--- src/rtl/id_queue.sv ---
// id_queue -- instruction queue between IF and EX with decode, operand
// forwarding, load-use stall and branch resolution for a small MIPS subset
// (addu, subu, ori, lui, addiu, beq, bne, j, jal, jr; all else issues as nop).
//
// Parameters: DEPTH entries (power of two, 2..16), PC_W address width (>28).
// Ports:
//   clk, resetn               clock, asynchronous active-low reset
//   in_valid/in_ready/in_pc/in_inst           push side from IF
//   out_valid/out_ready/out_pc/out_inst/out_rdata1/out_rdata2/
//   out_rf_we/out_rf_waddr                    issue side to EX
//   rf_raddr1/rf_raddr2, rf_rdata1/rf_rdata2  combinational regfile read
//   ex_*/mem_*                                forwarding sources
//   flush, br_e, br_addr, stallreq            pipeline control
// Optional feature macro: ID_BYPASS_EN -- a push into an empty queue in RUN
// state with out_ready=1 and no hazard issues in the same cycle without being
// stored. When undefined, every entry is registered before it issues.
module id_queue #(
  parameter int DEPTH = 4,
  parameter int PC_W  = 32
) (
  input  logic            clk,
  input  logic            resetn,
  input  logic            in_valid,
  output logic            in_ready,
  input  logic [PC_W-1:0] in_pc,
  input  logic [31:0]     in_inst,
  output logic            out_valid,
  input  logic            out_ready,
  output logic [PC_W-1:0] out_pc,
  output logic [31:0]     out_inst,
  output logic [31:0]     out_rdata1,
  output logic [31:0]     out_rdata2,
  output logic            out_rf_we,
  output logic [4:0]      out_rf_waddr,
  output logic [4:0]      rf_raddr1,
  output logic [4:0]      rf_raddr2,
  input  logic [31:0]     rf_rdata1,
  input  logic [31:0]     rf_rdata2,
  input  logic            ex_wreg,
  input  logic            ex_is_load,
  input  logic [4:0]      ex_waddr,
  input  logic [31:0]     ex_wdata,
  input  logic            mem_wreg,
  input  logic [4:0]      mem_waddr,
  input  logic [31:0]     mem_wdata,
  input  logic            flush,
  output logic            br_e,
  output logic [PC_W-1:0] br_addr,
  output logic            stallreq
);
  localparam int PTR_W = $clog2(DEPTH);
  localparam int CNT_W = $clog2(DEPTH + 1);

  typedef enum logic [0:0] {ST_RUN, ST_WAIT_DS} state_t;

  state_t           state_reg, state_next;
  logic [PTR_W-1:0] rd_ptr_reg, rd_ptr_next, wr_ptr_reg, wr_ptr_next;
  logic [CNT_W-1:0] count_reg, count_next;
  logic             rst_done_reg;   // holds in_ready low until the first edge after reset

  logic [PC_W-1:0]  pc_mem  [DEPTH];
  logic [31:0]      inst_mem[DEPTH];

  logic             has_entry, in_ready_base, head_present, bypass_go;
  logic [PC_W-1:0]  head_pc;
  logic [31:0]      head_inst;

  assign has_entry     = (count_reg != '0);
  assign in_ready_base = rst_done_reg & (count_reg < CNT_W'(DEPTH)) & ~flush;

  // Head selection: the stored head, or the incoming entry when bypassing.
  // An absent head reads as all-zero, which decodes as a nop and zeroes outputs.
`ifdef ID_BYPASS_EN
  logic bypass_cand;
  assign bypass_cand  = ~has_entry & (state_reg == ST_RUN) & in_valid & in_ready_base & out_ready;
  assign head_present = has_entry | bypass_cand;
  assign head_pc      = has_entry ? pc_mem[rd_ptr_reg]   : (bypass_cand ? in_pc   : '0);
  assign head_inst    = has_entry ? inst_mem[rd_ptr_reg] : (bypass_cand ? in_inst : '0);
`else
  assign head_present = has_entry;
  assign head_pc      = has_entry ? pc_mem[rd_ptr_reg]   : '0;
  assign head_inst    = has_entry ? inst_mem[rd_ptr_reg] : '0;
`endif

  // Decode
  logic [5:0] op, funct;
  logic [4:0] rs, rt, rd;
  logic is_r, is_addu, is_subu, is_jr, is_ori, is_lui, is_addiu, is_beq, is_bne, is_j, is_jal;
  logic reads1, reads2, hazard;

  assign op       = head_inst[31:26];
  assign funct    = head_inst[5:0];
  assign rs       = head_inst[25:21];
  assign rt       = head_inst[20:16];
  assign rd       = head_inst[15:11];
  assign is_r     = (op == 6'h00);
  assign is_addu  = is_r & (funct == 6'h21);
  assign is_subu  = is_r & (funct == 6'h23);
  assign is_jr    = is_r & (funct == 6'h08);
  assign is_ori   = (op == 6'h0D);
  assign is_lui   = (op == 6'h0F);
  assign is_addiu = (op == 6'h09);
  assign is_beq   = (op == 6'h04);
  assign is_bne   = (op == 6'h05);
  assign is_j     = (op == 6'h02);
  assign is_jal   = (op == 6'h03);

  // Only sources the instruction really consumes can create a load-use stall.
  assign reads1 = is_addu | is_subu | is_jr | is_ori | is_addiu | is_beq | is_bne;
  assign reads2 = is_addu | is_subu | is_beq | is_bne;

  assign rf_raddr1 = rs;
  assign rf_raddr2 = rt;

  // Operand resolution: $0, then EX, then MEM, then register file.
  assign out_rdata1 = (rs == 5'd0)                    ? 32'd0     :
                      (ex_wreg  && ex_waddr  == rs)   ? ex_wdata  :
                      (mem_wreg && mem_waddr == rs)   ? mem_wdata : rf_rdata1;
  assign out_rdata2 = (rt == 5'd0)                    ? 32'd0     :
                      (ex_wreg  && ex_waddr  == rt)   ? ex_wdata  :
                      (mem_wreg && mem_waddr == rt)   ? mem_wdata : rf_rdata2;

  assign hazard = ex_wreg & ex_is_load & (ex_waddr != 5'd0) &
                  ((reads1 & (ex_waddr == rs)) | (reads2 & (ex_waddr == rt)));

  assign out_pc       = head_pc;
  assign out_inst     = head_inst;
  assign out_rf_we    = is_addu | is_subu | is_ori | is_lui | is_addiu | is_jal;
  assign out_rf_waddr = (is_addu | is_subu)          ? rd    :
                        (is_ori | is_lui | is_addiu) ? rt    :
                        is_jal                       ? 5'd31 : 5'd0;

  assign out_valid = head_present & ~hazard & ~flush;
  assign stallreq  = has_entry & hazard;

  // Branch resolution
  logic            issue, taken;
  logic [PC_W-1:0] pc_plus4, imm_sext, target;

  assign issue    = out_valid & out_ready;
  assign pc_plus4 = head_pc + PC_W'(4);
  assign imm_sext = {{(PC_W-16){head_inst[15]}}, head_inst[15:0]};
  assign taken    = (is_beq & (out_rdata1 == out_rdata2)) | (is_bne & (out_rdata1 != out_rdata2)) |
                    is_j | is_jal | is_jr;
  assign target   = (is_beq | is_bne) ? pc_plus4 + (imm_sext << 2) :
                    is_jr             ? PC_W'(out_rdata1)           :
                                        {pc_plus4[PC_W-1:28], head_inst[25:0], 2'b00};
  assign br_e     = issue & taken;
  assign br_addr  = br_e ? target : '0;

`ifdef ID_BYPASS_EN
  assign bypass_go = bypass_cand & ~hazard;
`else
  assign bypass_go = 1'b0;
`endif

  // A bypassed branch has already consumed the input, so its br_e must not
  // retract the in_ready that accepted it.
  assign in_ready = in_ready_base & ~(br_e & ~bypass_go);

  logic push, pop;
  assign push = in_valid & in_ready & ~bypass_go;
  assign pop  = issue & ~bypass_go;

  always_comb begin
    state_next  = state_reg;
    rd_ptr_next = rd_ptr_reg;
    wr_ptr_next = wr_ptr_reg;
    count_next  = count_reg;
    if (flush) begin
      state_next  = ST_RUN;
      rd_ptr_next = '0;
      wr_ptr_next = '0;
      count_next  = '0;
    end else if (br_e) begin
      if (bypass_go) begin
        state_next = ST_WAIT_DS;
      end else if (count_reg >= CNT_W'(2)) begin
        // Keep only the delay slot directly behind the branch.
        state_next  = ST_RUN;
        rd_ptr_next = rd_ptr_reg + PTR_W'(1);
        wr_ptr_next = rd_ptr_reg + PTR_W'(2);
        count_next  = CNT_W'(1);
      end else begin
        // Delay slot not fetched yet: the next accepted entry is it.
        state_next  = ST_WAIT_DS;
        rd_ptr_next = rd_ptr_reg + PTR_W'(1);
        wr_ptr_next = rd_ptr_reg + PTR_W'(1);
        count_next  = '0;
      end
    end else begin
      if (push) wr_ptr_next = wr_ptr_reg + PTR_W'(1);
      if (pop)  rd_ptr_next = rd_ptr_reg + PTR_W'(1);
      if (push && !pop)      count_next = count_reg + CNT_W'(1);
      else if (pop && !push) count_next = count_reg - CNT_W'(1);
      if (push && state_reg == ST_WAIT_DS) state_next = ST_RUN;
    end
  end

  always_ff @(posedge clk or negedge resetn) begin
    if (!resetn) begin
      state_reg    <= ST_RUN;
      rd_ptr_reg   <= '0;
      wr_ptr_reg   <= '0;
      count_reg    <= '0;
      rst_done_reg <= 1'b0;
    end else begin
      state_reg    <= state_next;
      rd_ptr_reg   <= rd_ptr_next;
      wr_ptr_reg   <= wr_ptr_next;
      count_reg    <= count_next;
      rst_done_reg <= 1'b1;
    end
  end

  // Entry storage carries no reset; validity comes from count_reg.
  always_ff @(posedge clk) begin
    if (push) begin
      pc_mem[wr_ptr_reg]   <= in_pc;
      inst_mem[wr_ptr_reg] <= in_inst;
    end
  end
endmodule

--- config.mk ---
export PLATFORM = sky130hd
export DESIGN_NAME = id_queue
export DESIGN_NICKNAME = d
export VERILOG_FILES = /design/src/rtl/id_queue.sv
export SDC_FILE = /design/constraint.sdc
export NUM_CORES = 1
export LEC_CHECK = 0
export BUFFER_PORTS_ARGS = -buffer_cell sky130_fd_sc_hd__buf_2
export CORE_UTILIZATION = 55
export DETAILED_ROUTE_END_ITERATION = 10
export PLACE_DENSITY = 0.89
export REMOVE_ABC_BUFFERS = 1
export SYNTH_ARGS = -nofsm -noshare
export SYNTH_HDL_FRONTEND = slang
export SYNTH_SLANG_ARGS = --single-unit
--- constraint.sdc ---
create_clock -name clk -period 10.6 [get_ports clk]
set_input_delay 2.65 -clock clk [delete_from_list [all_inputs] [get_ports clk]]
set_output_delay 2.65 -clock clk [all_outputs]
set_load 0.05 [all_outputs]
### Word-level counts from Yosys, hierarchy flattened

Memory sizes are Yosys's and may differ from the RTL's.
Index checks and enable logic that the tools add are counted.

* memories kept: 2
* output and inout port bits: 180
* memory bits (writable): 256
* input bits: 210
* logic and storage cells: 117
* flip-flop bits (word level): 8

Memory list
* inst_mem: words 4, bits a word 32, rd ports 1, clocked after memory_dff 0, wr ports 1, RTL line 62 `logic [31:0] inst_mem[DEPTH];`
* pc_mem: words 4, bits a word 32, rd ports 1, clocked after memory_dff 0, wr ports 1, RTL line 61 `logic [PC_W-1:0] pc_mem [DEPTH];`

* add/sub/neg operators: 7
* eq/ne operators: 16
* bitwise gates (word level): 42
* mux-type cells: 28
* magnitude comparators: 2
* reductions and logical operators: 16

Operator list (number)
* 2-to-1 mux 32 bit: 11
* adder 32 x 3 -> 32 bit (second input constant): 1
* adder 32 bit: 1
* == test 32 bit: 1
* inequality test 32 bit: 1
* == test 6 x 4 -> 1 bit (second input constant): 4
* == test 5 bit: 4
* bitwise OR 1 bit: 20
* bitwise AND 1 bit: 19
* 2-to-1 mux 5 bit: 3
* 2-to-1 mux 2 bit: 7
* == test 6 x 2 -> 1 bit (second input constant): 2
* == test 6 x 3 -> 1 bit (second input constant): 2
* == test 6 bit (second input constant): 2
* 2-to-1 mux 3 bit: 4
* logical NOT 5 bit: 2
* nonzero test 3 bit: 3
* logical AND 1 bit: 6
* logical NOT 6 bit: 1
* nonzero test 5 bit: 1
* adder 2 x 1 -> 2 bit (second input constant): 2
* nonzero test 4 bit: 1
* adder 3 x 1 -> 3 bit (second input constant): 1
* greater-or-equal comparator 3 x 2 -> 1 bit (second input constant): 1
* 6 further kinds: 11

### Logic depth before layout (Yosys ltp)

Gate-level depths: netlist (run 1).

* depth in word-level cells: 27
* mapped depth: 31
* mapped depth without buffers: 24

### Worst setup path after synthesis (run 1)

Ideal clock, no wire load.

* path type: input to output
* from: input port ex_waddr[4]
* to: output port in_ready
* required time: 7950 ps
* stages on the path: 14
* setup slack: 315 ps
* arrival time: 7635 ps
* buffers on the path: 2
* cells stage by stage: or4_1 o211a_1 a211oi_1 o211ai_2 buf_2 buf_2 a21oi_1 xnor2_1 nand4_1 nor4_2 nand4_2 mux2i_4 nor2_8 nor4bb_1

* longest elaborated chain between the ends: 13
* elaborated cells on any way between the ends: 29
* those cells by class: 4 x eq/ne; 4 x mux; 18 x bitwise; 3 x reduce/logical

RTL lines
* start, declared: RTL line 41 `input logic [4:0] ex_waddr,`
* == test 5 bit *: RTL line 117 `(ex_wreg && ex_waddr == rs) ? ex_wdata :`
* logical AND 1 bit *: RTL line 117
* 2-to-1 mux 32 bit *: RTL line 117
* 2-to-1 mux 32 bit *: RTL line 116 `assign out_rdata1 = (rs == 5'd0) ? 32'd0 :`
* net out_rdata1[23]: RTL line 31 `output logic [31:0] out_rdata1,`
* == test 32 bit / inequality test 32 bit (equally long branches): RTL line 143 `assign taken = (is_beq & (out_rdata1 == out_rdata2)) | (is_bne & (out_rdata1 != out_rdata2)) |`
* bitwise AND 1 bit: RTL line 143
* bitwise OR 1 bit * (2 in series): RTL line 143
* bitwise OR 1 bit * (2 in series): RTL line 144 `is_j | is_jal | is_jr;`
* bitwise AND 1 bit *: RTL line 148 `assign br_e = issue & taken;`
* NOT 1 bit *: RTL line 159 `assign in_ready = in_ready_base & ~(br_e & ~bypass_go);`
* bitwise AND 1 bit *: RTL line 159
* end, declared: RTL line 24 `output logic in_ready,`

The timed path passes the listed nets; every way through them passes the cells marked *.

### Worst setup path after layout (run 1)

* from: register rd_ptr_reg[0]
* to: output port br_addr[31]

* longest elaborated chain between the ends: 19
* elaborated cells on any way between the ends: 64
* those cells by class: 2 x add/sub; 15 x eq/ne; 11 x mux; 27 x bitwise; 7 x reduce/logical; 2 x memory

RTL lines
* start, declared: RTL line 57 `logic [PTR_W-1:0] rd_ptr_reg, rd_ptr_next, wr_ptr_reg, wr_ptr_next;`
* start signal, assigned: RTL line 209 `rd_ptr_reg <= rd_ptr_next;`
* branches (longest 18 deep; another with memory (4 x 32 bit))
* 2-to-1 mux 32 bit *: RTL line 149 `assign br_addr = br_e ? target : '0;`
* end, declared: RTL line 48 `output logic [PC_W-1:0] br_addr,`

Mark *: on every way between the ends.

==> flow_summary.json, run 1 <==
{
  "grt_max_degree": 51,
  "grt_pass1_wl_um": 83200,
  "whs_ns": 0.684,
  "ios": 390,
  "worst_setup_path_start_kind": "flop",
  "row_count": 61,
  "leakagePower_nw": 7.62,
  "critical_path.max_stage_delay_ns": 0.66,
  "ctsResizeCount": 0,
  "cp_max_fo": 21,
  "dp.cells": 2019,
  "num-fill-cells": 2051,
  "die_h_um": 172,
  "area_delta_synth_final_pct": 19.4,
  "cts_tree": "built",
  "path_clk_slew_ns": 0.06,
  "avgSynthCellArea_um2": 12.1,
  "dpl-instance-area_um2": 18000,
  "hold_viol": 0,
  "slew_viol_final": 0,
  "antenna_found_initial": 10,
  "cpLargestDelayFamily": "compound AO/OA/AOI/OAI gates",
  "instances_no_fill": 2075,
  "die_w_um": 172,
  "clk_latency_ns": 0.54,
  "violations": "design-rule violations",
  "max_slew_margin_pct": 21.7,
  "worst-path-buf-inv": 2,
  "yosysWarnings": 0,
  "cap_violations": 0,
  "finalCritPeriodShare_pct": 96.4,
  "vias_per_cell": 6.64,
  "rsz0062_at_grt": "no",
  "synth_seq_cells": 264,
  "cts_root_buffer": "clkbuf_16",
  "wl_per_cell_um": 27.9,
  "critPathKind": "reg2out",
  "drcViolationCount": 2,
  "start_util_pct": 56.5,
  "clock.fmax_mhz": 97.9,
  "seq_area_frac_synth_pct": 49.8,
  "drt_iter0_markers": 1922,
  "synth_edf_count": 256,
  "cts_buffers": 26,
  "synthFlopType": "edfxtp_1",
  "cts.sinks": 264,
  "antenna_left": 0,
  "hpwlAfterDp_um": 42900,
  "grt.total_usage_pct": 39.2,
  "coreArea_um2": 28000,
  "synth.distinct_cells": 83,
  "first_pass_iters": 9,
  "nNetsFinal": 1916,
  "vdd_drop_max_mv": 0.230,
  "hold_buffers": 0,
  "path_common_cell": "nand2_1",
  "fin_crit_ns": 10.22,
  "status": "complete, but fails checks",
  "synthCells": 1312,
  "cts.htree.levels": 1,
  "cp.arrival_ns": 7.57,
  "multi_input_area_um2": 7270,
  "hp-class": "reg2reg",
  "setup_viol": 0,
  "post_cts_buffers": 0,
  "post-place-ws_ns": 0.618,
  "vias": 13800,
  "routed_wirelength_um": 57900,
  "portBuffers": 389,
  "final_area_um2": 18900,
  "cpMaxStageDelayCell": "dfrtp_4",
  "netlist_area_um2": 15800,
  "area.sequential_um2": 7890,
  "final_layout_size_suffix_gt1_share_pct": 33.9,
  "clk_path_buf_depth": 3,
  "critPathRequiredTime_ns": 7.95,
  "power_density_nw_per_um2": 277,
  "grt_pass1_vias": 13200,
  "ys_async_sr_fraction_pct": 3.03,
  "worst_pin_slew_ns": 1.17,
  "finalClockSkew_ns": 0.0274,
  "gp_congestion": 1.01,
  "grt-ovfl-total": 0,
  "crit_path_end_kind": "primary output",
  "die-area_um2": 29500,
  "fin_ws_ns": 0.384
}
[stage by stage]
stage	utilization [%]	setup TNS, ns	power [mW]
after CTS	67.4	0	5.17
after detailed placement	64.2	0	4.21
after floorplan	-	-23.32	3.35
final	67.5	0	5.24
after global routing	67.4	0	5.42
after global placement	64.2	0	4.18
[cells in the final DEF (no fill, tap or decap), types with 7 or more instances in the layout]
cell / n
or4_1: 13
xor2_1: 26
nor2_1: 80
nand4_1: 12
o22ai_1: 28
a21o_1: 11
clkbuf_16: 27
nor2b_1: 7
ha_1: 35
nand3_1: 30
and3_1: 14
a21oi_1: 89
xnor2_1: 59
a31oi_1: 25
edfxtp_1: 256
nor4_1: 7
o31ai_1: 8
o21ai_0: 90
nand2_1: 56
a21boi_0: 11
inv_1: 45
diode_2: 8
buf_4: 28
buf_2: 389
a211oi_2: 19
nor3_1: 24
mux4_2: 57
mux2i_1: 35
mux4_1: 7
a211oi_1: 16
and2_1: 52
[routing by layer]
metal  part of all wire, %  up-vias  wire length (um)  track usage (%)
met1                    35     6556             20100             48.6
met2                    46     1176             26700             62.3
li1                      -     5798                 -                -
met3                    13      246              7390             10.0
met4                   6.3        6              3620             22.9
met5                 0.060        -                35                0
[cell families after synthesis]
logic type | Yosys count | share of synthesized area (%)
other | 1 | 0.0237
adder cells (fa/ha/maj) | 37 | 3.02
AND/OR/NAND/NOR | 340 | 12.0
multiplexers | 103 | 11.8
buffers and inverters | 136 | 4.33
XOR/XNOR | 85 | 4.71
flip-flops | 264 | 49.8
AO/OA/AOI/OAI | 346 | 14.2
[Yosys cell counts, types with 11 or more instances]
| library cell | n | area [um2] |
|---|---|---|
| edfxtp_1 | 256 | 7690 |
| o21ai_0 | 90 | 450 |
| a21oi_1 | 89 | 445 |
| nor2_1 | 81 | 304 |
| xnor2_1 | 59 | 517 |
| mux4_2 | 57 | 1280 |
| and2_1 | 56 | 350 |
| nand2_1 | 56 | 210 |
| inv_1 | 45 | 169 |
| clkbuf_1 | 42 | 158 |
| ha_1 | 35 | 438 |
| mux2i_1 | 35 | 350 |
| nand3_1 | 30 | 150 |
| o22ai_1 | 28 | 175 |
| xor2_1 | 26 | 228 |
| a31oi_1 | 25 | 156 |
| nor3_1 | 24 | 120 |
| a211oi_2 | 19 | 238 |
| a211oi_1 | 16 | 120 |
| buf_2 | 16 | 80.1 |
| buf_4 | 16 | 120 |
| and3_1 | 14 | 87.6 |
| or4_1 | 13 | 97.6 |
| nand4_1 | 12 | 75.1 |
| a21boi_0 | 11 | 82.6 |
| a21o_1 | 11 | 82.6 |
[cell type report]
cell class                 count  area share, %
antenna                        8          0.106
clock buffer                  32           3.67
clock inverter                16           1.03
inverter                      47          0.934
multi-input combinational    912           38.5
sequential                   264           41.8
tap                          378           2.50
timing repair buffer         418           11.5
[power breakdown]
part,leakage [nW],internal [mW],switching [mW],total (mW)
registers,2.41,1.17,0.0307,1.20
logic,4.77,0.791,2.28,3.07
clock network,0.433,0.565,0.395,0.961
total,7.62,2.53,2.71,5.24
[path summary, 6_finish.rpt]
path / depth (start not counted) / from / slack [ns] / end
worst max-delay path: 25 / rd_ptr_reg[0] / 0.38 / br_addr[31]
min in group asynchronous: 1 / resetn / 1.97 / rst_done_reg
worst max register to register: 16 / rd_ptr_reg[0] / 2.67 / pc_mem[3][11]
worst min register to register: 2 / wr_ptr_reg[1] / 0.68 / wr_ptr_reg[1]
worst min-delay path: 2 / wr_ptr_reg[1] / 0.68 / wr_ptr_reg[1]
max in group asynchronous: 1 / resetn / 8.41 / rd_ptr_reg[0]
[worst register-to-register path, stage by stage (launching register included)]
cell     delay, ns
dfrtp_4       0.72
buf_4         0.58
mux4_1        0.80
and3_1        0.26
nor4_1        0.32
nand4_1       0.71
buf_4         0.50
o21ai_0       0.20
a21oi_1       0.11
xnor2_1       0.32
nand4_1       0.31
nor4_2        0.37
nand4_2       0.19
mux2i_4       0.28
nor4_4        0.35
and2_2        0.93
buf_4         0.59
No activity file was read; power rests on OpenSTA's default activity.
==> run 2, diff against run 1 <==
--- a/config.mk
+++ b/config.mk
@@ -6,6 +6,7 @@
 export NUM_CORES = 1
 export LEC_CHECK = 0
 export BUFFER_PORTS_ARGS = -buffer_cell sky130_fd_sc_hd__buf_2
+export CORE_ASPECT_RATIO = 1.75
 export CORE_UTILIZATION = 55
 export DETAILED_ROUTE_END_ITERATION = 10
 export PLACE_DENSITY = 0.89
==> constraint.sdc (replaced) <==
create_clock -name clk -period 9.9 [get_ports clk]
set_input_delay 2.475 -clock clk [delete_from_list [all_inputs] [get_ports clk]]
set_output_delay 2.475 -clock clk [all_outputs]
set_load 0.05 [all_outputs]
==> run 2 against run 1 <==
  * Clock-buffer cell count decreased by 11
  * The run now ends clean
  * Design area shrank 0.80%
  * Non-clock buffer count is 6 higher
  * Clock power decreased by 14%
  * Flip-flop and latch count did not move
  * Largest cell class unchanged
  * Critical path type is now in2out
  * Final cell count is 0.34% lower
==> flow_summary.json, run 2 (synthesized netlist as in run 1, its figures left out) <==
{
  "status": "finished clean",
  "num-fill-cells": 2079,
  "critPathKind": "in2out",
  "path_clk_slew_ns": 0.07,
  "hpwlAfterDp_um": 46700,
  "finalClockSkew_ns": 0.0148,
  "area_delta_synth_final_pct": 18.5,
  "start_util_pct": 56.4,
  "hp-class": "reg2reg",
  "rsz0062_at_grt": "no",
  "clk_latency_ns": 0.52,
  "grt_pass1_wl_um": 89700,
  "hold_viol": 0,
  "slew_viol_final": 0,
  "cts.htree.levels": 1,
  "die_h_um": 226,
  "cts_tree": "built",
  "antenna_left": 0,
  "leakagePower_nw": 7.55,
  "cap_violations": 0,
  "clock.fmax_mhz": 104,
  "max_slew_margin_pct": 14.7,
  "vdd_drop_max_mv": 0.245,
  "ios": 390,
  "final_common_cell": "buf_2",
  "nNetsFinal": 1917,
  "portBuffers": 389,
  "gp_congestion": 1.01,
  "row_count": 81,
  "vias": 14000,
  "critPathRequiredTime_ns": 7.43,
  "routed_wirelength_um": 63700,
  "wl_per_cell_um": 30.8,
  "vias_per_cell": 6.77,
  "die_w_um": 130,
  "r2r_cells": 15,
  "worst_setup_path_start_kind": "input port",
  "finalCritPeriodShare_pct": 97.5,
  "grt-ovfl-total": 0,
  "first_pass_iters": 6,
  "grt.total_usage_pct": 43.7,
  "crit_path_end_kind": "primary output",
  "post-route-util_pct": 66.8,
  "dp.cells": 2019,
  "cts.sinks": 264,
  "drt_iter0_markers": 1719,
  "grt_pass1_vias": 13700,
  "min_path_cells": 2,
  "drcViolationCount": 0,
  "coreArea_um2": 28100,
  "clk_path_buf_depth": 3,
  "fin_crit_ns": 9.65,
  "setup_viol": 0,
  "hold_buffers": 0,
  "most-common-layout-cells": "buf_2, edfxtp_1, o21ai_0",
  "cp_max_fo": 48,
  "fin_ws_ns": 0.246,
  "cp.arrival_ns": 7.18,
  "worst_pin_slew_ns": 1.27,
  "post-place-ws_ns": 0.366,
  "antenna_found_initial": 17,
  "grt_max_degree": 49,
  "cts_buffers": 21,
  "final_layout_size_suffix_gt1_share_pct": 34.0,
  "power_density_nw_per_um2": 294,
  "cts_root_buffer": "clkbuf_16",
  "instances_no_fill": 2068,
  "die-area_um2": 29500
}
## run 2: cell count changes in the layout (fill, tap and decap cells not counted), sizes merged
cell    before  now
clkbuf      32   21
buf        418  424
bufinv       4    2
diode        8   12
inv         48   49
## run 2: critical path: stages
cell and delay, ns:
buf_2 0.14, or4_1 0.43, o211a_1 0.16, a211oi_1 0.38
o211ai_4 0.50, a21oi_1 0.79, or4_1 0.22, nand4_1 0.09
nor4_1 0.36, nand4_2 0.24, mux2i_4 0.38, nor2_8 0.09
buf_4 0.26, a2111oi_4 0.32, buf_2 0.31
## run 2: worst paths after layout
kind	startpoint	end	slack (ns)
max	ex_waddr[4]	br_addr[3]	0.25
min	wr_ptr_reg[1]	wr_ptr_reg[1]	0.70
max reg2reg	rd_ptr_reg[0]	inst_mem[1][24]	2.48
min reg2reg	wr_ptr_reg[1]	wr_ptr_reg[1]	0.70
max in group asynchronous	resetn	rd_ptr_reg[0]	7.89
min in group asynchronous	resetn	rst_done_reg	1.80
## run 2: what timing repair did
item                                    in CTS  in global routing
setup buffers                                0                  1
gates resized for setup                      0                  4
endpoints found under the setup margin       0                  3
## run 2: where the power goes
part | total (mW) | switching, mW | internal (mW)
Sequential | 1.28 | 0.0273 | 1.26
Clock | 0.831 | 0.390 | 0.442
Combinational | 3.39 | 2.53 | 0.864
## run 2: metal layers
metal	wire length (um)	up-vias	track usage, %
met3	9220	311	14.5
met5	69	-	0
met4	5380	10	31.7
met1	20100	6683	50.3
li1	-	5778	-
met2	28900	1216	67.6
## run 2: through the flow
stage	TNS [ns]	hold WS [ns]	total power [mW]	area [um2]
after floorplan	-41.17	0.629	3.58	15300
after global placement	0	0.668	4.51	18000
after detailed placement	0	0.688	4.55	18000
after CTS	0	0.704	5.38	18700
after global routing	0	0.742	5.68	18700
final	0	0.700	5.51	18700
## run 2: area by class of cell
class                           count  area (um2)  share of cell area, %
Inverter                           47         176                  0.941
Clock buffer                       21         526                   2.80
Sequential cell                   264        7890                   42.1
Tap cell                          373         467                   2.49
Timing Repair Buffer              424        2240                   11.9
Multi-Input combinational cell    912        7290                   38.9
Antenna cell                       12        30.0                  0.160
Clock inverter                     15         128                  0.681
==> run 3, diff against run 2 <==
==> config.mk (replaced) <==
export PLATFORM = sky130hd
export DESIGN_NAME = id_queue
export DESIGN_NICKNAME = d
export VERILOG_FILES = /design/src/rtl/id_queue.sv
export SDC_FILE = /design/constraint.sdc
export NUM_CORES = 1
export LEC_CHECK = 0
export CAP_MARGIN = 20
export CORE_ASPECT_RATIO = 1.75
export CORE_UTILIZATION = 65
export DETAILED_ROUTE_END_ITERATION = 10
export DONT_BUFFER_PORTS = 1
export PLACE_DENSITY = 0.88
export REMOVE_ABC_BUFFERS = 1
export SYNTH_ARGS = -nofsm -noshare
export SYNTH_HDL_FRONTEND = slang
export SYNTH_SLANG_ARGS = --single-unit
==> run 3 against run 2 <==
  * Sequential share of layout area grew 2.4 points
  * Global-route usage up 6.5 points
  * Maximum frequency fell by 0.24%
  * Worst setup slack got worse by 0.023 ns
  * Power rose by 0.14%
  * Flip-flop and latch count stayed put
  * Critical path type is now reg2out
  * Critical endpoint is now br_addr[31]
  * Largest cell class unchanged
==> flow_summary.json, run 3 (synthesized netlist as in run 1, its figures left out) <==
{
  "cts_tree": "built",
  "reg2reg_slack_ns": 2.63,
  "first_pass_iters": 6,
  "vias_per_cell": 7.50,
  "num-fill-cells": 1534,
  "rsz0062_at_grt": "no",
  "top_layer_used": "met5",
  "clk_latency_ns": 0.52,
  "final_area_um2": 17700,
  "cp_max_fo": 8,
  "routed_wirelength_um": 62600,
  "cts_buffers": 21,
  "vdd_drop_max_mv": 0.294,
  "slew_viol_final": 0,
  "vias": 13000,
  "ios": 390,
  "die-area_um2": 25000,
  "path_common_cell": "nand2_1",
  "start_util_pct": 66.1,
  "power_density_nw_per_um2": 311,
  "die_w_um": 120,
  "post-route-util_pct": 74.1,
  "hold_viol": 0,
  "cts.htree.levels": 1,
  "critPathRequiredTime_ns": 7.43,
  "worst_setup_path_start_kind": "flop",
  "clock.fmax_mhz": 103,
  "whs_ns": 0.722,
  "most-common-layout-cells": "edfxtp_1, buf_4, o21ai_0",
  "grt_pass1_vias": 12600,
  "cts_root_buffer": "clkbuf_16",
  "hp-class": "reg2reg",
  "area_delta_synth_final_pct": 12.0,
  "grt_pass1_wl_um": 87100,
  "worst-path-buf-inv": 2,
  "area.sequential_um2": 7890,
  "clk_path_buf_depth": 3,
  "nNetsFinal": 1628,
  "finalCritPeriodShare_pct": 97.8,
  "cp.arrival_ns": 7.20,
  "grt_max_degree": 43,
  "drt_iter0_markers": 1545,
  "status": "finished clean",
  "portBuffers": 0,
  "critical_path.max_stage_delay_ns": 0.58,
  "fin_crit_ns": 9.68,
  "critPathKind": "reg2out",
  "leakagePower_nw": 6.35,
  "antenna_found_initial": 31,
  "path_clk_slew_ns": 0.07,
  "crit_path_end_kind": "primary output",
  "met1_length_um": 17400,
  "dp.cells": 1656,
  "drcViolationCount": 0,
  "setup_viol": 0,
  "antenna_left": 0,
  "final_common_cell": "edfxtp_1",
  "grt-ovfl-total": 0,
  "finalClockSkew_ns": 0.0147,
  "cpLargestDelayFamily": "compound AO/OA/AOI/OAI gates",
  "cap_violations": 0,
  "row_count": 75,
  "hpwlAfterDp_um": 46200,
  "coreArea_um2": 23900,
  "worst_pin_slew_ns": 1.23,
  "cpMaxStageDelayCell": "or4_1",
  "dpl-instance-area_um2": 16800,
  "grt.total_usage_pct": 50.2,
  "instances_no_fill": 1732,
  "wl_per_cell_um": 36.1,
  "gp_congestion": 1.07,
  "max_slew_margin_pct": 18.0,
  "die_h_um": 208,
  "met2_length_um": 28500,
  "wl_met3_um": 10900,
  "multi_input_area_um2": 7370,
  "hold_buffers": 0,
  "cts.sinks": 264,
  "final_layout_size_suffix_gt1_share_pct": 21.5
}
[run 3: repair_timing]
| item | 4_1_cts | 5_1_grt |
|---|---|---|
| setup endpoints to repair | 1 | 2 |
| buffers inserted | 0 | 0 |
| gates resized for setup | 2 | 4 |
[run 3: final cells by class]
class                           count  share of cell area, %
Sequential cell                   264                   44.5
Multi-Input combinational cell    912                   41.6
Timing Repair Buffer              135                   6.36
Clock buffer                       25                   3.05
Tap cell                          308                   2.17
Inverter                           47                   1.02
Clock inverter                     11                  0.854
Antenna cell                       30                  0.424
[run 3: path summary, 6_finish.rpt]
kind / from / end / cells past startpoint
worst max-delay path: rd_ptr_reg[0] / br_addr[31] / 25
worst min-delay path: wr_ptr_reg[1] / wr_ptr_reg[1] / 2
worst max register to register: rd_ptr_reg[0] / pc_mem[2][15] / 17
worst min register to register: wr_ptr_reg[1] / wr_ptr_reg[1] / 2
max in group asynchronous: resetn / count_reg[2] / 0
min in group asynchronous: resetn / rst_done_reg / 0
[run 3: tightest hold or removal path: cells and delay by family (launching register included)]
family	cells	cell delay, ns
muxes	1	0.16
AOI/OAI and AO/OA	1	0.10
DFF	1	0.42
[run 3: metal layers]
metal,GRT usage [%],up-vias
li1,-,5230
met1,49.3,6169
met2,77.5,1197
met3,28.9,382
met4,37.2,14
met5,0,-
[run 3: through the flow]
stage               setup WS (ns)  power [mW]  TNS (ns)
floorplan                   -2.28        3.58    -41.17
global placement            0.457        4.44         0
detailed placement          0.293        4.47         0
CTS                        0.0297        5.33         0
global route               0.0238        5.62         0
finish                      0.222        5.51         0
[run 3: report_power, final]
part           total (mW)  internal [mW]  switching [mW]
clock network       0.872          0.476           0.396
registers            1.28           1.26          0.0248
logic                3.36          0.837            2.52
